**config.mk**
```make
export PLATFORM = sky130hd
export DESIGN_NAME = my_nbit_alu_v2
export DESIGN_NICKNAME = d
export VERILOG_FILES = /design/src/rtl/my_nbit_alu_v2.sv
export SDC_FILE = /design/constraint.sdc
export NUM_CORES = 1
export LEC_CHECK = 0
export ABC_AREA = 1
export ABC_CLOCK_PERIOD_IN_PS = 63600
export CAP_MARGIN = 10
export CORE_MARGIN = 2
export CORE_UTILIZATION = 40
export CTS_CLUSTER_SIZE = 12
export DETAILED_ROUTE_END_ITERATION = 12
export GPL_ROUTABILITY_DRIVEN = 0
export PLACE_DENSITY = 0.81
export SYNTH_ARGS = -nofsm -noshare
export SYNTH_HDL_FRONTEND = slang
export SYNTH_SLANG_ARGS = --single-unit
```
**constraint.sdc**
```tcl
create_clock -name clk -period 63.6 [get_ports clk]
set_input_delay 15.9 -clock clk [delete_from_list [all_inputs] [get_ports clk]]
set_output_delay 15.9 -clock clk [all_outputs]
set_load 0.01 [all_outputs]
```
**src/rtl/my_nbit_alu_v2.sv**
```systemverilog
// N-bit MIPS-style ALU (AND, OR, ADD/SUB, SLT) built from a rippled chain of 1-bit slices,
// with a registered status stage. Optional ALU_STICKY_OVF_EN adds a sticky overflow output.
module my_nbit_alu_v2 #(
    parameter int unsigned WIDTH = 32
) (
    input  logic             clk,
    input  logic             rst_n,
    input  logic [WIDTH-1:0] in1,
    input  logic [WIDTH-1:0] in2,
    input  logic             ainvert,
    input  logic             bnegate,
    input  logic [1:0]       op,
    output logic [WIDTH-1:0] result,
    output logic             carryOut,
    output logic             overflow,
    output logic             zero,
`ifdef ALU_STICKY_OVF_EN
    output logic             ovf_sticky,
`endif
    output logic [WIDTH-1:0] result_q,
    output logic [2:0]       flags_q
);

    localparam int unsigned Msb = WIDTH - 1;

    typedef enum logic [1:0] {
        OpAnd = 2'b00,
        OpOr  = 2'b01,
        OpAdd = 2'b10,
        OpSlt = 2'b11
    } alu_op_e;

    logic [WIDTH-1:0] a_p;
    logic [WIDTH-1:0] b_p;
    logic [WIDTH-1:0] and_v;
    logic [WIDTH-1:0] or_v;
    logic [WIDTH-1:0] sum_v;
    logic [WIDTH-1:0] less_v;
    logic             carry_msb;
    logic             ovf_raw;
    logic             set;
    alu_op_e          op_e;

    assign op_e = alu_op_e'(op);

    assign a_p = ainvert ? ~in1 : in1;
    assign b_p = bnegate ? ~in2 : in2;

    // Ripple chain: each iteration is one 1-bit slice, carry flows LSB to MSB.
    always_comb begin
        logic c;
        c     = bnegate;
        and_v = '0;
        or_v  = '0;
        sum_v = '0;
        for (int i = 0; i < int'(WIDTH); i++) begin
            and_v[i] = a_p[i] & b_p[i];
            or_v[i]  = a_p[i] | b_p[i];
            sum_v[i] = a_p[i] ^ b_p[i] ^ c;
            c        = (a_p[i] & b_p[i]) | (c & (a_p[i] ^ b_p[i]));
        end
        carry_msb = c;
    end

    assign ovf_raw = (a_p[Msb] == b_p[Msb]) && (sum_v[Msb] != a_p[Msb]);
    // Sign of the true difference, corrected when the subtraction overflowed.
    assign set     = sum_v[Msb] ^ ovf_raw;

    always_comb begin
        less_v    = '0;
        less_v[0] = set;
    end

    always_comb begin
        result = '0;
        unique case (op_e)
            OpAnd:   result = and_v;
            OpOr:    result = or_v;
            OpAdd:   result = sum_v;
            OpSlt:   result = less_v;
            default: result = '0;
        endcase
    end

    assign carryOut = carry_msb;
    assign overflow = (op_e == OpAdd) ? ovf_raw : 1'b0;
    assign zero     = ~|result;

    // Status stage
    logic [WIDTH-1:0] result_d;
    logic [2:0]       flags_d;

    always_comb begin
        result_d = result;
        flags_d  = {carryOut, overflow, zero};
    end

    always_ff @(posedge clk or negedge rst_n) begin
        if (!rst_n) begin
            result_q <= '0;
            flags_q  <= 3'b000;
        end else begin
            result_q <= result_d;
            flags_q  <= flags_d;
        end
    end

`ifdef ALU_STICKY_OVF_EN
    logic ovf_sticky_q;
    logic ovf_sticky_d;

    always_comb begin
        ovf_sticky_d = ovf_sticky_q | overflow;
    end

    always_ff @(posedge clk or negedge rst_n) begin
        if (!rst_n) begin
            ovf_sticky_q <= 1'b0;
        end else begin
            ovf_sticky_q <= ovf_sticky_d;
        end
    end

    assign ovf_sticky = ovf_sticky_q;
`endif

endmodule

```
==> impl_metrics.toml <==
[worst_setup_path]
path_class = "in2out"
path_common_cell = "fa_1"
critPathCapture = "zero"
crit_path_max_fanout = 33
arrival_ns = 30.77
cp.required_ns = 47.70
cpMaxStageDelayCell = "clkdlybuf4s50_1"
worst_setup_path_end_kind = "primary output"
setup.worst_path.start = "ainvert"
start_kind = "primary input"
cp_slowest_stage_delay_ns = 0.55

[timing]
slew_headroom_pct = 36.4
min_period_over_period_pct = 73.4
max_freq_mhz = 21.4
worst_pin_slew_ns = 0.953
final_max_slew_viol_count = 0
setup_viol = 0
finalCriticalPeriod_ns = 46.67
setup_tns_ns = 0
rsz0062_at_grt = "false"
hold_viol = 0

[logic_synthesis]
synth_flop_cell = "dfrtp_1"
synth_compound_area_share_pct = 0.360
synth.area.mux_share_pct = 0
synth.distinct_cells = 21
synth_fp_nets = 677
synthesis.area_mm2 = 0.00418
async_reset_ff_share_pct = 100
synth_top_cell_by_area = "dfrtp_1"
ys_seq_elements = 35
netlist_top_cells_area = "dfrtp_1, ha_1, fa_1"
synth_fa_ha_area_share_pct = 34.0
synth_edf_count = 0
synth_top_family_by_area = "adder cells"
synth_xor_area_share_pct = 13.4
synth_simple_gate_area_share_pct = 17.6
synth_cells = 512
synth_top_area_share_pct = 21.0
ys_seq_area_share_pct = 21.0
yosysWarnings = 0
syn_area_per_cell_um2 = 8.15

[cts]
cts_tree = "done"
cts_setup_buffers = 0
root_buffer = "clkbuf_8"
ctsResizeCount = 0
cts_max_path_buffers = 2
htreeDepth = 2
cts_hold_buf = 0
path_clk_slew_ns = 0.09
cts_sinks = 35
cts_buffers = 5

[status]
status = "finished clean"

[grt]
grt_pass1_wl_um = 17700
gr-total-overflow = 0
grt_pass1_vias = 3690
antenna_found_initial = 0
grtUsageTotal_pct = 20.1
grt_max_degree = 36

[cells_and_area]
antenna_cells = 0
layout-drive-gt1-share_pct = 2.80
fin_util_pct = 56.0
nNetsFinal = 808
fin_area_mm2 = 0.00573
final_common_cell = "clkdlybuf4s50_1"
syn_to_final_growth_pct = 37.3
final_cell_mix = "clkdlybuf4s50_1, inv_1, nand2_1"

[floorplan]
core_area_mm2 = 0.0102
start_util_pct = 40.8
die_area_mm2 = 0.0113
rows = 37
pin_count = 140
die_w_um = 106
die_h_um = 106

[placed_design]
dp_hpwl_um = 8560
io_buffers = 139
post_dp_cell_area_mm2 = 0.00564

[run]
max-cap-violations = 0

[pwr]
combPwrFrac_pct = 57.6
power.switching_mw = 0.0405
ir_drop_mv = 0.00854
powerDensity_mw_per_mm2 = 18.2
leakage_nw = 2.84
p_int_mw = 0.0638
p_seq_share_pct = 25.7
pwr-share-clk_pct = 16.7
p_sw_share_pct = 38.8

[routing]
dr.first_iter.drc_count = 146
drcViolationCount = 0
wl_per_cell_um = 13.9
drt_wl_total_um = 10800
ant_nets = 0
dr_total_vias = 3471
viasPerCell = 4.46
drtPass1Iterations = 4

[worst_hold_path]
hp-class = "in2async"
## worst min path at each step
stage,end,cells after the start,from
after CTS,result_q[20],1,rst_n
final,result_q[30],1,rst_n
after global placement,result_q[25],1,rst_n
after detailed placement,result_q[27],1,rst_n
after floorplan,flags_q[0],0,rst_n
after global routing,result_q[20],1,rst_n
## flip-flops by register name (all words and copies together) (netlist names)
signal	cells
result_q	32
flags_q	3
## cells in the mapped netlist (3+ instances only)
master and instances:
buf_2 13, dfrtp_1 35, fa_1 31, ha_1 64, inv_1 123, nand2_1 96, nand3_1 39, nand3b_1 6
nor2_1 28, xnor2_1 61, xor2_1 3
## final cells by class
type / instances / area [um2]
fillers: 912 / 4500
multi-input cells: 335 / 2730
repair buffers: 142 / 1400
flip-flops and latches: 35 / 876
inverters: 124 / 465
well taps: 136 / 170
clock buffers: 6 / 82.6
clock inverters: 1 / 5.00
## power groups by stage
stage | sequential (mW) | combinational [mW] | clock [mW]
3_3_place_gp | 0.0272 | 0.0583 | 0
6_report | 0.0268 | 0.0600 | 0.0174
4_1_cts | 0.0269 | 0.0608 | 0.0181
2_1_floorplan | 0.0294 | 0.0307 | 0
3_5_place_dp | 0.0274 | 0.0603 | 0
5_1_grt | 0.0272 | 0.0677 | 0.0186
## logic make-up (layout without fill, tap and decap cells)
logic type	count (synthesis)	after routing
compound gates	3	3
xor+xnor	64	64
fa+ha+maj	95	95
buf+inv	142	273
flops	35	35
simple gates	173	173
## per-stage QoR
stage	std cells	power, mW	hold WS (ns)	setup slack, ns
6_report	779	0.104	15.70	16.93
5_1_grt	779	0.114	15.78	16.26
4_1_cts	779	0.106	15.73	16.84
3_5_place_dp	772	0.0877	16.06	16.90
3_3_place_gp	772	0.0855	16.04	17.21
2_1_floorplan	512	0.0601	15.60	18.29
## worst max-delay path, delay by kind of cell
kind | cells | cell delay [ns]
xor+xnor | 1 | 0.25
buf+inv | 10 | 1.61
fa+ha+maj | 31 | 12.10
simple gates | 7 | 0.71
compound gates | 1 | 0.19
## routing by layer
layer	GRT usage, %	part of all wire, %	routed length (um)
met1	24.5	42	4530
met2	35.5	50	5410
met3	3.19	5.1	554
met4	7.99	2.8	303
met5	0	0	0
Power figures use the tool's default switching activity.
